===== src/rtl/ifu_fetch.sv =====
`default_nettype none
// ============================================================================
//  Module      : ifu_fetch
//  Description : Instruction fetch unit. Holds the PC, issues one
//                instruction-memory read at a time, hands the instruction and
//                its PC to decode over valid/ready, and drops stale fetches
//                when a branch/jump redirect arrives.
//  Revision    : 1.0 - initial release
// ============================================================================
module ifu_fetch #(
    parameter int                    ADDR_WIDTH = 64,
    parameter int                    INST_WIDTH = 32,
    parameter logic [ADDR_WIDTH-1:0] RESET_PC   = ADDR_WIDTH'(64'h0000_0000_8000_0000)
) (
    input  logic                  clk,
    input  logic                  rst_n,
    // instruction memory request channel
    output logic                  imem_req_valid,
    input  logic                  imem_req_ready,
    output logic [ADDR_WIDTH-1:0] imem_req_addr,
    // instruction memory response channel
    input  logic                  imem_resp_valid,
    input  logic [INST_WIDTH-1:0] imem_resp_data,
    input  logic                  imem_resp_err,
    // decode-stage handshake
    output logic                  ifu2idu_valid,
    input  logic                  idu2ifu_ready,
    output logic [INST_WIDTH-1:0] ifu2idu_inst,
    output logic [ADDR_WIDTH-1:0] ifu2idu_pc,
    output logic                  ifu2idu_fault,
    // branch/jump redirect
    input  logic                  redirect_valid,
    input  logic [ADDR_WIDTH-1:0] redirect_pc
);

    // Instruction presented to decode while nothing valid has been fetched.
    localparam logic [INST_WIDTH-1:0] NOP_INST      = INST_WIDTH'(32'h0000_0013);
    localparam logic [ADDR_WIDTH-1:0] PC_STEP       = ADDR_WIDTH'(4);
    // Redirect targets are forced onto a 4-byte boundary.
    localparam logic [ADDR_WIDTH-1:0] PC_ALIGN_MASK = ~ADDR_WIDTH'(3);

    typedef enum logic [1:0] {
        S_REQ  = 2'd0,  // presenting a fetch request
        S_WAIT = 2'd1,  // request accepted, waiting for the response
        S_HOLD = 2'd2   // instruction held for decode
    } state_t;

    state_t                  state_q,  state_d;
    logic [ADDR_WIDTH-1:0]   pc_q,     pc_d;
    logic                    drop_q,   drop_d;
    logic [INST_WIDTH-1:0]   inst_q,   inst_d;
    logic [ADDR_WIDTH-1:0]   out_pc_q, out_pc_d;
    logic                    fault_q,  fault_d;

    logic                    req_fire;
    logic                    idu_fire;

    // Request and decode-valid are suppressed in any redirect cycle so that
    // neither handshake can complete against a stale PC. The request is also
    // held low while reset is asserted, since the reset state is S_REQ.
    assign imem_req_valid = rst_n && (state_q == S_REQ) && !redirect_valid;
    assign imem_req_addr  = pc_q;
    assign ifu2idu_valid  = (state_q == S_HOLD) && !redirect_valid;
    assign ifu2idu_inst   = inst_q;
    assign ifu2idu_pc     = out_pc_q;
    assign ifu2idu_fault  = fault_q;

    assign req_fire = imem_req_valid && imem_req_ready;
    assign idu_fire = ifu2idu_valid && idu2ifu_ready;

    // Next-state logic: fetch sequencing with redirect taking priority.
    always_comb begin
        state_d  = state_q;
        pc_d     = pc_q;
        drop_d   = drop_q;
        inst_d   = inst_q;
        out_pc_d = out_pc_q;
        fault_d  = fault_q;

        unique case (state_q)
            S_REQ: begin
                if (req_fire) begin
                    state_d = S_WAIT;
                end
            end
            S_WAIT: begin
                if (imem_resp_valid) begin
                    if (drop_q || redirect_valid) begin
                        // Stale response: the PC it belongs to is no longer wanted.
                        state_d = S_REQ;
                        drop_d  = 1'b0;
                    end else begin
                        inst_d   = imem_resp_data;
                        out_pc_d = pc_q;
                        fault_d  = imem_resp_err;
                        state_d  = S_HOLD;
                    end
                end else if (redirect_valid) begin
                    // Response still outstanding; remember to throw it away.
                    drop_d = 1'b1;
                end
            end
            S_HOLD: begin
                if (redirect_valid) begin
                    state_d = S_REQ;
                end else if (idu_fire) begin
                    pc_d    = pc_q + PC_STEP;
                    state_d = S_REQ;
                end
            end
            default: begin
                state_d = S_REQ;
            end
        endcase

        if (redirect_valid) begin
            pc_d = redirect_pc & PC_ALIGN_MASK;
        end
    end

    // State and output registers with asynchronous reset.
    always_ff @(posedge clk or negedge rst_n) begin
        if (!rst_n) begin
            state_q  <= S_REQ;
            pc_q     <= RESET_PC;
            drop_q   <= 1'b0;
            inst_q   <= NOP_INST;
            out_pc_q <= '0;
            fault_q  <= 1'b0;
        end else begin
            state_q  <= state_d;
            pc_q     <= pc_d;
            drop_q   <= drop_d;
            inst_q   <= inst_d;
            out_pc_q <= out_pc_d;
            fault_q  <= fault_d;
        end
    end

endmodule
`default_nettype wire

===== config.mk =====
export PLATFORM = sky130hd
export DESIGN_NAME = ifu_fetch
export DESIGN_NICKNAME = d
export VERILOG_FILES = /design/src/rtl/ifu_fetch.sv
export SDC_FILE = /design/constraint.sdc
export NUM_CORES = 1
export LEC_CHECK = 0
export BUFFER_PORTS_ARGS = -buffer_cell sky130_fd_sc_hd__clkbuf_2
export CAP_MARGIN = 20
export CORE_MARGIN = 2
export CORE_UTILIZATION = 54
export DETAILED_ROUTE_END_ITERATION = 6
export GPL_ROUTABILITY_DRIVEN = 0
export PLACE_DENSITY = 0.85
export SLEW_MARGIN = 25
export SYNTH_ARGS = -nofsm -noshare
export SYNTH_HDL_FRONTEND = slang
export SYNTH_SLANG_ARGS = --single-unit

===== constraint.sdc =====
create_clock -name clk -period 6.2 [get_ports clk]
set_input_delay 0.31 -clock clk [delete_from_list [all_inputs] [get_ports clk]]
set_output_delay 0.31 -clock clk [all_outputs]
set_load 0.005 [all_outputs]

---- Word level (Yosys, flattened, before mapping) ----
Index checks and enable logic that the tools add are counted.
word-level totals
  register bits after elaboration ......... 164
  bits in latches ......................... 0
  bits in writable memories ............... 0
  memory bits (read-only) ................. 0
  input port bits ......................... 103
  output and inout bits ................... 163
  logic and storage cells ................. 41
  memories ................................ 0
operators by class
  $add $sub $neg .......................... 1
  multipliers ............................. 0
  div/mod/pow operators ................... 0
  order comparisons ....................... 0
  equality and inequality tests ........... 6
  shift-type cells ........................ 0
  multiplexer cells ....................... 12
  bitwise gates (word level) .............. 1
  reduce and logical (&&, ||, !) cells .... 15
operator list
  cell                   number
  $mux 64                3
  $add 64x3->64 const B  1
  $mux 2                 5
  $reduce_and 3->1       3
  $pmux 2 s3             1
  $reduce_bool 2->1      3
  $logic_and 1x1->1      5
  $ne 2x2->1 const B     2
  $mux 1                 3
  $ne 3x3->1 const B     1
  $eq 2x1->1 const B     1
  $eq 2x2->1 const B     1
  $logic_not 2->1        1
  $ne 2x1->1 const B     1
  $reduce_and 2->1       1
  $logic_not 1->1        1
  $logic_or 1x1->1       1
  $not 1->1              1

---- Depth between registers and ports, before layout ----
  depth after elaboration ................. 6
  depth in mapped cells ................... 7
  mapped depth without buffers ............ 7

---- Worst setup path after synthesis ----
Ideal clock, no wire load.
  path kind ............................... register -> register
  from .................................... reg pc_q[5] (netlist: imem_req_addr[5])
  to ...................................... reg pc_q[42] (netlist: imem_req_addr[42])
  library setup time ...................... 82 ps
  data arrival time ....................... 2327 ps
  data required time ...................... 6118 ps
  path slack .............................. 3791 ps
  cell stages (with the launch flop) ...... 8
  clock period less this slack ............ 2409 ps
  cells stage by stage .................... dfrtp_1 buf_4 nand3_2 or4_4 or4_1 buf_2 or4_1 a31oi_1
between the ends
  longest elaborated chain between the ends .. 4
RTL lines
  item                      line  source
  start: declaration        49    logic [ADDR_WIDTH-1:0] pc_q, pc_d;
  start signal: assignment  132   pc_q <= pc_d;
  $add 64x3->64             107   pc_d = pc_q + PC_STEP;
  $mux 64                   106   end else if (idu_fire) begin
  $mux 64                   80    unique case (state_q)
  $mux 64                   116   if (redirect_valid) begin
No other way between the ends. The select of a mux whose other input is x is not followed.
A chain may end at the register's enable or synchronous reset.

---- Worst setup path in the final report ----
  from .................................... reg pc_q[17] (netlist: imem_req_addr[17])
  to ...................................... reg pc_q[60] (netlist: imem_req_addr[60])
Same word-level chain as after synthesis.

==> summary.md <==
| Metric | Value |
|---|---|
| Status | `completed` |
| Initial antenna violation count | `0` |
| Worst setup EP type | `register` |
| Tcrit/Tclk final | `0.533` |
| Post-synth EDFFs | `0` |
| Reg-to-Reg Start | `imem_req_addr[17]` |
| R2R depth | `5` |
| Post-Syn Area | `a little under 0.008 mm2` |
| WL/cell | `19.2 um` |
| Total GRT Usage | `0.296` |
| Drt drc | `0` |
| Final Util | `0.697` |
| Top fanout value on the critical path | `11` |
| Hold Path Stages | `3` |
| Antenna-violating nets left | `0` |
| RSZ-0062 raised after global routing | `no` |
| Final instance area | `0.00972 mm2` |
| Peak VDD IR | `0.257 mV` |
| Vias per cell | `6.01` |
| Grt total ovfl | `0` |
| Clock Tree Buf Depth | `2` |
| Placed Area | `around 0.0091 mm2` |
| Crit start category | `register` |
| 1st-iter DRT viols | `between 500 and 600` |
| Post-Syn Instances | `715` |
| Place WS | `3.09 ns` |
| Overall power | `between 3 and 4 mW` |
| Slew @ Worst Pin | `slightly below 1 ns` |
| Root buf cell | `clkbuf_16` |
| Share of cells above drive strength 1 | `0.412` |
| Flop-to-flop setup slack | `2.90 ns` |
| Syn avg cell area | `10.8 um2` |
| Slew margin rel. | `0.342` |
| Setup Skew | `0.00633 ns` |
| CTS Sinks | `160` |
| Routed vias | `6928` |
| Sequential share of the synthesized area | `0.520` |
| Die width | `about 120 um` |
| Die height | `123 um` |
| Die ar. | `0.0152 mm2` |
| Port-buffer cells | `259` |
| Clk slew on worst S/H paths | `around 0.060 ns` |
| Setup_tns | `0 ns` |
| Worst setup margin | `around 2.9 ns` |
| Data required, critical path | `roughly 6.5 ns` |
| Async SR Flop Fraction | `1.00` |
| Hold path startpoint | `redirect_pc[11]` |
| Setup violators final | `0` |
| Pin count of the biggest net entering global routing | `96` |
| Net count, final | `1064` |
| Syn. warnings | `0` |
| Lkg Pwr | `4.55 nW` |
| Post-Route WL | `22100 um` |
| First-pass GRT wire length | `34400 um` |
| PD cells | `354 mW/mm2` |
| CTS tree | `yes` |
| Yosys cell types | `between 50 and 60` |
| Initial Util | `0.553` |
| Min-Delay Endpoint | `imem_req_addr[11]` |
| Final-report max-slew violation count | `0` |
| Post-CTS sizing | `0` |
| CTS HTree Levels | `4` |
| Crit path DAT | `3.61 ns` |
| FP Rows | `43` |
| Reg2reg end | `imem_req_addr[60]` |
| Max cap viols | `0` |
| Yosys reg bits | `160` |
| Ant diodes | `0` |
| CTS buffer count | `17` |
| Vias in the first global route | `between 6k and 7k` |
| CORE AREA | `between 0.01 and 0.015 mm2` |
| Ports | `about 270` |
| Clock Latency Late Sink | `0.43 ns` |
| Endpoints failing hold | `0` |
| Max frequency | `303 MHz` |
| Area Growth Syn to Fin | `26.0%` |
| Fin crit period | `3.30 ns` |
| First-pass DRT Iterations | `5` |
| Top_reg_cell synth | `dfrtp_1` |
| Hold Path Class | `in2reg` |
| Post-DP HPWL | `around 16000 um` |
| CP Class | `reg2reg` |
==> cell usage in the layout (no fill, tap or decap), types with 16 or more instances in the layout <==
cell and count:
nor4_1 16, clkbuf_2 258, o21ai_0 40, or4_1 18
dfrtp_1 156, mux2_2 94, nand4_1 46, nand2_1 83
nand3_1 37, clkbuf_16 17, nor2_1 27
==> synthesized netlist by cell type, types with 5 or more instances <==
library cell  count  area, um2
o31ai_1           6       45.0
or3_1             7       43.8
inv_1             6       22.5
o21ai_0          40        200
o211ai_1          8       60.1
and4_1            7       61.3
xor2_1           15        131
buf_4             5       37.5
nor3_1           13       65.1
nor4_1           16        100
clkbuf_1         33        124
nor2_1           27        101
mux2_2           94       1060
xnor2_1          15        131
or4_1            18        135
dfrtp_1         156       3900
nand4_1          46        288
nor2b_1           6       37.5
and3_1           13       81.3
nand3_1          38        190
nand2_1          83        312
a31oi_1           7       43.8
mux2i_1           5       50.1
==> kinds of logic after synthesis <==
logic type      Yosys count  share of synthesized area
xor+xnor                 30                     0.0341
compound gates           82                     0.0680
simple gates            293                      0.205
fa+ha+maj                 1                    0.00162
other cells               1                   0.000486
mux                      99                      0.144
buf+inv                  49                     0.0268
flops                   160                      0.520
==> final cells by class <==
type | count | area, um2
inverters | 6 | 22.5
fillers | 1064 | 4220
well taps | 180 | 225
flip-flops and latches | 160 | 4010
clock buffers | 21 | 440
clock inverters | 11 | 140
multi-input cells | 509 | 3520
repair buffers | 266 | 1360
==> metrics by stage <==
step,std cells,hold slack (ns)
final,1153,0.0858
after CTS,1153,0.0743
after detailed placement,1120,0.398
after floorplan,718,0.0144
after global routing,1153,0.0878
after global placement,1120,0.402
==> flip-flops by register name, summed over array words and instances (netlist names) <==
signal and flops:
ifu2idu_inst 32, state_q 2, drop_q 1, ifu2idu_fault 1, ifu2idu_pc 62, imem_req_addr 62
==> per-layer routing <==
layer / part of all wire / global-route usage
met1: 0.39 / 0.368
met2: 0.50 / 0.490
met3: 0.083 / 0.0756
met4: 0.029 / 0.126
met5: 0 / 0
==> critical path, cell delays in order (launching register included) <==
cell     delay, ns
dfrtp_1       0.51
nand3_1       0.33
nor4_1        0.80
nand4_1       0.57
or4_1         0.65
a221o_1       0.33
==> worst max path at each step <==
stage                       from  cells after the start                 to
4_1_cts        imem_req_addr[18]                      5  imem_req_addr[60]
3_5_place_dp   imem_req_addr[15]                      5  imem_req_addr[60]
5_1_grt        imem_req_addr[17]                      5  imem_req_addr[60]
6_report       imem_req_addr[17]                      5  imem_req_addr[60]
3_3_place_gp   imem_req_addr[17]                      5  imem_req_addr[60]
2_1_floorplan   imem_req_addr[5]                      7  imem_req_addr[42]
==> power breakdown <==
group          switching (mW)  total (mW)  internal [mW]
clock network           0.408        1.04          0.630
logic                   0.336       0.804          0.469
registers               0.226        1.60           1.37
total                   0.971        3.44           2.47
==> repair_timing <==
item / in CTS / in global routing
endpoints found under the hold margin: 76 / 0
hold buffers: 1 / 0
setup buffers: 0 / 0
No activity file was read; power rests on OpenSTA's default activity.
